File: config.mk
export PLATFORM = sky130hd
export DESIGN_NAME = core_mem_arbiter
export DESIGN_NICKNAME = d
export VERILOG_FILES = /design/src/rtl/core_mem_arbiter.sv
export SDC_FILE = /design/constraint.sdc
export NUM_CORES = 1
export LEC_CHECK = 0
export ABC_AREA = 1
export CORE_AREA = 2 2 211 213
export DETAILED_ROUTE_END_ITERATION = 10
export DIE_AREA = 0 0 213 215
export PLACE_DENSITY_LB_ADDON = 0.25
export SYNTH_ARGS = -nofsm -noshare
export SYNTH_HDL_FRONTEND = slang
export SYNTH_SLANG_ARGS = --single-unit
File: constraint.sdc
create_clock -name clk_i -period 2.42 [get_ports clk_i]
set_input_delay 0.484 -clock clk_i [delete_from_list [all_inputs] [get_ports clk_i]]
set_output_delay 0.484 -clock clk_i [all_outputs]
set_load 0.02 [all_outputs]
File: src/rtl/core_mem_arbiter.sv
// rtl/core_mem_arbiter.sv - round-robin arbiter sharing one memory port between instr fetch and data ports
// Optional statistics counters enabled with CORE_MEM_ARB_STATS_EN.
module core_mem_arbiter #(
  parameter int ADDR_WIDTH      = 64,
  parameter int DATA_WIDTH      = 64,
  parameter int MAX_OUTSTANDING = 2
) (
  input  logic                    clk_i,
  input  logic                    rst_ni,
  input  logic                    instr_req_i,
  input  logic [ADDR_WIDTH-1:0]   instr_addr_i,
  output logic                    instr_gnt_o,
  output logic                    instr_rvalid_o,
  output logic [DATA_WIDTH-1:0]   instr_rdata_o,
  input  logic                    data_req_i,
  input  logic [ADDR_WIDTH-1:0]   data_addr_i,
  input  logic                    data_we_i,
  input  logic [DATA_WIDTH/8-1:0] data_be_i,
  input  logic [DATA_WIDTH-1:0]   data_wdata_i,
  output logic                    data_gnt_o,
  output logic                    data_rvalid_o,
  output logic [DATA_WIDTH-1:0]   data_rdata_o,
  output logic                    mem_req_o,
  output logic [ADDR_WIDTH-1:0]   mem_addr_o,
  output logic                    mem_we_o,
  output logic [DATA_WIDTH/8-1:0] mem_be_o,
  output logic [DATA_WIDTH-1:0]   mem_wdata_o,
  input  logic                    mem_gnt_i,
  input  logic                    mem_rvalid_i,
  input  logic [DATA_WIDTH-1:0]   mem_rdata_i
`ifdef CORE_MEM_ARB_STATS_EN
  ,
  output logic [31:0]             stat_instr_grants_o,
  output logic [31:0]             stat_data_grants_o,
  output logic [31:0]             stat_conflicts_o
`endif
);

  localparam int BE_W  = DATA_WIDTH / 8;
  localparam int PTR_W = (MAX_OUTSTANDING > 1) ? $clog2(MAX_OUTSTANDING) : 1;
  localparam int CNT_W = $clog2(MAX_OUTSTANDING + 1);

  typedef enum logic [1:0] {IDLE, LOCK_I, LOCK_D} state_e;

  state_e           state_q, state_d;
  logic             rr_data_q;  // 1: data wins the next tie
  logic             sel_data, sel_req;
  logic             fifo_full, fifo_empty, push, pop, head;
  logic [PTR_W-1:0] wr_ptr_q, rd_ptr_q;
  logic [CNT_W-1:0] count_q;
  logic             ids_q [MAX_OUTSTANDING];

  function automatic logic [PTR_W-1:0] ptr_inc(input logic [PTR_W-1:0] p);
    return (p == PTR_W'(MAX_OUTSTANDING - 1)) ? '0 : p + PTR_W'(1);
  endfunction

  assign fifo_full  = (count_q == CNT_W'(MAX_OUTSTANDING));
  assign fifo_empty = (count_q == '0);
  assign head       = ids_q[rd_ptr_q];

  always_comb begin
    state_d     = state_q;
    sel_data    = 1'b0;
    mem_addr_o  = '0;
    mem_we_o    = 1'b0;
    mem_be_o    = '0;
    mem_wdata_o = '0;
    unique case (state_q)
      LOCK_I:  sel_data = 1'b0;
      LOCK_D:  sel_data = 1'b1;
      default: sel_data = (instr_req_i && data_req_i) ? rr_data_q : data_req_i;
    endcase
    sel_req   = sel_data ? data_req_i : instr_req_i;
    mem_req_o = rst_ni && sel_req && !fifo_full;
    // A stalled grant freezes the selection; a full FIFO leaves the state alone.
    if (mem_req_o) state_d = mem_gnt_i ? IDLE : (sel_data ? LOCK_D : LOCK_I);
    if (rst_ni) begin
      if (sel_data) begin
        mem_addr_o  = data_addr_i;
        mem_we_o    = data_we_i;
        mem_be_o    = data_be_i;
        mem_wdata_o = data_wdata_i;
      end else begin
        mem_addr_o  = instr_addr_i;
        mem_be_o    = {BE_W{1'b1}};
      end
    end
  end

  assign push           = mem_req_o && mem_gnt_i;
  assign pop            = mem_rvalid_i && !fifo_empty;
  assign instr_gnt_o    = push && !sel_data;
  assign data_gnt_o     = push && sel_data;
  assign instr_rvalid_o = pop && !head;
  assign data_rvalid_o  = pop && head;
  assign instr_rdata_o  = rst_ni ? mem_rdata_i : '0;
  assign data_rdata_o   = rst_ni ? mem_rdata_i : '0;

  always_ff @(posedge clk_i or negedge rst_ni) begin
    if (!rst_ni) begin
      state_q   <= IDLE;
      rr_data_q <= 1'b1;
      wr_ptr_q  <= '0;
      rd_ptr_q  <= '0;
      count_q   <= '0;
    end else begin
      state_q <= state_d;
      if (push) begin
        wr_ptr_q  <= ptr_inc(wr_ptr_q);
        rr_data_q <= !sel_data;
      end
      if (pop) rd_ptr_q <= ptr_inc(rd_ptr_q);
      case ({push, pop})
        2'b10:   count_q <= count_q + CNT_W'(1);
        2'b01:   count_q <= count_q - CNT_W'(1);
        default: count_q <= count_q;
      endcase
    end
  end

  always_ff @(posedge clk_i) begin
    if (push) ids_q[wr_ptr_q] <= sel_data;
  end

`ifdef CORE_MEM_ARB_STATS_EN
  always_ff @(posedge clk_i or negedge rst_ni) begin
    if (!rst_ni) begin
      stat_instr_grants_o <= '0;
      stat_data_grants_o  <= '0;
      stat_conflicts_o    <= '0;
    end else begin
      if (instr_gnt_o) stat_instr_grants_o <= stat_instr_grants_o + 32'd1;
      if (data_gnt_o)  stat_data_grants_o  <= stat_data_grants_o + 32'd1;
      if (instr_req_i && data_req_i && (instr_gnt_o ^ data_gnt_o))
        stat_conflicts_o <= stat_conflicts_o + 32'd1;
    end
  end
`endif

endmodule

* Word level (Yosys, flattened, before mapping)
Memories as Yosys holds them, arrays and structs flattened.
Index checks and enable logic that the tools add are counted.
** Cells by class
- Add/sub/neg operators :: 4
- Equal/unequal tests :: 5
- Mux-type cells :: 19
- Reductions and logical operators :: 15
** Operators with widths (number)
- 64-bit 2-to-1 mux :: 5
- 8-bit 2-to-1 mux :: 2
- 1-bit logical AND :: 9
- 1-bit 2-to-1 mux :: 8
- 2-bit equality test, second input constant :: 3
- 2-bit by 1-bit equality test with 1-bit output, second input constant :: 2
- 1-bit zero test :: 4
- 2-bit 2-to-1 mux :: 2
- 2-bit one-hot mux with 2 select lines :: 1
- 1-bit adder, second input constant :: 2
- 2-bit by 1-bit adder with 2-bit output, second input constant :: 1
- 2-bit zero test :: 1
- 1-bit one-hot mux with 2 select lines :: 1
- 2-bit nonzero test :: 1
- 2-bit by 1-bit subtractor with 2-bit output, second input constant :: 1
** Word-level totals
- Output and inout port bits :: 270
- Bits in writable memories :: 2
- Register bits after elaboration :: 7
- Memories kept :: 1
- Input bits :: 271
** Memories
- ids_q :: depth 2, width 1, read ports 1, clocked after Yosys merged registers in 0, write ports 1, line 51 : logic ids_q [MAX_OUTSTANDING];

* Logic depth before layout (Yosys ltp)
Gate-level depths: netlist (run 1).
- Word-level depth :: 9
- Gate-level depth with buffers :: 11
- Gate-level depth less buffers :: 11

* Worst setup path after synthesis (run 1)
No wires, ideal clock.
- Path type :: reg2out
- Start point :: reg state_q[0]
- End point :: out mem_addr_o[0]
- Buffers on the path :: 2
- Cell stages (with the launch flop) :: 12
- Arrival :: 1.562 ns
- Required time :: 1.936 ns
- Slack :: 0.374 ns
- Cells stage by stage :: dfrtp_1 -> inv_1 -> ha_1 -> nand2_1 -> inv_2 -> nand2_1 -> nand2_2 -> inv_2 -> buf_6 -> buf_6 -> nor2_1 -> nor2_1
** Between the ends
- Word-level cells in the longest chain between the ends :: 4
** RTL lines
- start, declared :: line 45 : state_e state_q, state_d;
- start signal, assigned :: line 107 : state_q <= state_d;
- 2-bit equality test / 2-bit by 1-bit equality test with 1-bit output (equally long branches) :: line 68 : unique case (state_q)
- 1-bit one-hot mux with 2 select lines (*) :: line 68
- 64-bit 2-to-1 mux (*) :: line 78 : if (sel_data) begin
- 64-bit 2-to-1 mux (*) :: line 77 : if (rst_ni) begin
- end, declared :: line 24 : output logic [ADDR_WIDTH-1:0] mem_addr_o,
Every way passes the cells marked *; elsewhere a longest branch is shown, timed or not.

* Worst setup path in the final report (run 1)
- Start point :: reg state_q[1]
- End point :: out mem_addr_o[59]
Same word-level chain as after synthesis.

==> results.yml, run 1 <==
outcome:
  status: "completed"
die:
  coreArea_um2: 43600
  row_count: 77
  ioPinCount: 541
  die_area_um2: 45800
  start_util_pct: 7.08
  fp.dieH_um: 215
  die_w_um: 213
worst_setup_path:
  worst-path-buf-inv: 6
  cp-start-kind: "register"
  arrival_ns: 1.93
  worstSetupPathType: "register to output pin"
  cp_slowest_cell: "dfrtp_1"
  crit_path_end_kind: "output pin"
  cpPeakStageDelay_ns: 0.40
  cp.required_ns: 1.94
  critical_path.max_fanout: 8
  cp_cell_sequence: "ha_4 > nand2_2 > inv_2 > nand2_4 > nand2_8 > inv_12 > buf_16 > buf_12 > buf_6 > nor2_4 > nor2_4 > buf_6"
  critPathTopFamily: "buffers and inverters"
timing:
  max_freq_mhz: 415
  setup_viol: 0
  fin_ws_ns: 0.00833
  hold_viol: 0
  slew_headroom_pct: 78.5
  skew_ns: 0.000415
  worst_pin_slew_ns: 0.319
  rsz0062_at_grt: "true"
  period_share_pct: 99.7
  finalCriticalPeriod_ns: 2.41
  tns_ns: 0
  slew_violations: 0
layout:
  post-route-util_pct: 20.8
  num_antenna_cells: 0
  drive_gt1_share_pct: 22.8
  nFillCells: 4974
  area.growth.synth_to_final_pct: 194
  final_common_cell: "clkdlybuf4s50_1"
  nets: 1409
  fin_area_um2: 9070
  layout_common_cells: "395 x clkdlybuf4s50_1, 182 x nor2_1, 144 x buf_4"
cts:
  htree_levels: 1
  path_clk_slew_ns: 0.04
  clkSinkCount: 9
  clockRootBuffer: "clkbuf_16"
  cts_tree: "done"
  clockBufferDepth: 2
  clk_latency_ns: 0.23
  cts_buffers: 3
power_and_ir_drop:
  leakage_nw: 4.54
  p_per_area_nw_per_um2: 566
  finalPower_mw: 5.13
  vdd_drop_max_uv: 307
global_routing:
  grt_pass1_vias: 5161
  grt_start_max_net_pins: 49
  grt_pass1_wl_mm: 31.1
  grt.overflow.total: 0
  grtUsageTotal_pct: 8.96
  antenna_found_initial: 0
drt:
  drt-wirelength-per-cell_um: 13.2
  ant_nets: 0
  routed-via-count: 5289
  drt_pass1_iterations: 4
  remaining_drc_errors: 0
  totalWireLength_mm: 22.8
  drtIter0Drc: 144
  vias_per_cell: 3.06
logic_synthesis:
  yosysWarnings: 0
  synthSimpleGateAreaFrac_pct: 37.4
  synth_top_family_by_area: "buffers and inverters"
  ys_ff_latch: 9
  synth_compound_area_share_pct: 11.2
  synth_cells: 630
  avgSynthCellArea_um2: 4.90
  synthAdderAreaFrac_pct: 0.810
  yosysSeqAreaShare_pct: 7.66
  synthMuxAreaShare_pct: 0
  synthXorXnorAreaFrac_pct: 0.851
  syn-num-nets: 903
  ys_types: 23
  syn-cell-area_um2: 3090
flow_run:
  maxCapViolCount: 0
placed_design:
  dp_slack_ns: -0.606
  gp_congestion: 0.812
  dp_hpwl_mm: 18.0
  io_buffers: 540
  post_dp_cell_area_um2: 8920
hold_path:
  hold_class: "primary input to asynchronous set/reset pin"
worst register-to-register path, cell delays in order (launching register included):
cell and delay [ns]:
dfrtp_1 0.40, ha_4 0.28, nand2_2 0.04, inv_2 0.06, nand2_4 0.07, buf_4 0.13
buf_4 0.11, nand3_1 0.08, buf_4 0.13, nand3_4 0.07, buf_4 0.16, ha_1 0.31
a21oi_2 0.11, o21ai_1 0.08, xnor2_1 0.13
stage by stage:
step | hold WS (ns) | cells
6_report | 0.202 | 1727
5_1_grt | 0.216 | 1727
4_1_cts | 0.204 | 1727
3_5_place_dp | 0.451 | 1706
3_3_place_gp | 0.446 | 1706
2_1_floorplan | 0.188 | 630
cells in the mapped netlist (all sizes together):
cell type  instances  area [µm²]
o21ai             68         340
xnor2              2        17.5
dfrtp              6         150
or2                1        6.26
buf               91         722
nand4              2        12.5
nor2             215         810
ha                 2        25.0
inv              145         544
nand2             81         307
edfxtp             2        60.1
nand3              3        20.0
dfstp              1        26.3
a21oi              1        5.00
clkbuf             9        33.8
xor2               1        8.76
path summary, 6_finish.rpt:
kind                       cells after the start                endpoint                   start  slack [ns]
max reg2reg                                   14  count_q[1]$_DFFE_PN0P_  state_q[1]$_DFFE_PN0N_        0.14
min in group clk_i                             2    wr_ptr_q$_DFFE_PN0N_    wr_ptr_q$_DFFE_PN0N_        0.46
max                                           12          mem_addr_o[59]  state_q[1]$_DFFE_PN0N_       0.008
max in group asynchronous                      3   rr_data_q$_DFFE_PN1N_                  rst_ni        1.75
min                                            2  count_q[0]$_DFFE_PN0P_                  rst_ni        0.20
min reg2reg                                    2    wr_ptr_q$_DFFE_PN0N_    wr_ptr_q$_DFFE_PN0N_        0.46
power by group:
part | switching, mW | leakage [nW] | total, mW | internal, mW
Sequential | 0.0449 | 0.102 | 0.273 | 0.229
Clock | 0.0718 | 0.0382 | 0.292 | 0.220
Combinational | 2.40 | 4.40 | 4.57 | 2.16
registers in the layout, indices dropped and copies added (netlist names):
register and count:
wr_ptr_q 1, rd_ptr_q 1, rr_data_q 1, count_q 2
state_q 2, ids_q 2
metal layers:
layer	vias to the layer above	share of wire [%]	GRT usage (%)
li1	2749	-	-
met2	273	54	18.3
met1	2256	38	9.89
met4	0	0.55	0.746
met3	11	7.2	1.24
met5	-	0	0
cells by family after synthesis:
group           Yosys count
buf+inv                 245
xor+xnor                  3
compound gates           69
fa+ha+maj                 2
flops                     9
simple gates            302
repair_timing:
action,CTS,global route
gates cloned,5,0
setup buffers,13,3
setup endpoints to repair,140,140
hold buffers,0,0
pin swaps,5,15
resized for setup,636,121
area by class of cell:
type / instances / area, µm² / area share, %
Timing Repair Buffer: 601 / 5730 / 63.1
Multi-Input combinational cell: 376 / 1740 / 19.1
Tap cell: 592 / 741 / 8.16
Inverter: 145 / 557 / 6.14
Sequential cell: 9 / 236 / 2.61
Clock buffer: 4 / 78.8 / 0.869
(Power assumes the default switching activity.)
==> run 2: changes to the inputs <==
- HOLD_SLACK_MARGIN: unset -> 0.03
==> results of run 2 <==
Same layout as run 1: the final DEF is identical, and so are final timing and power.
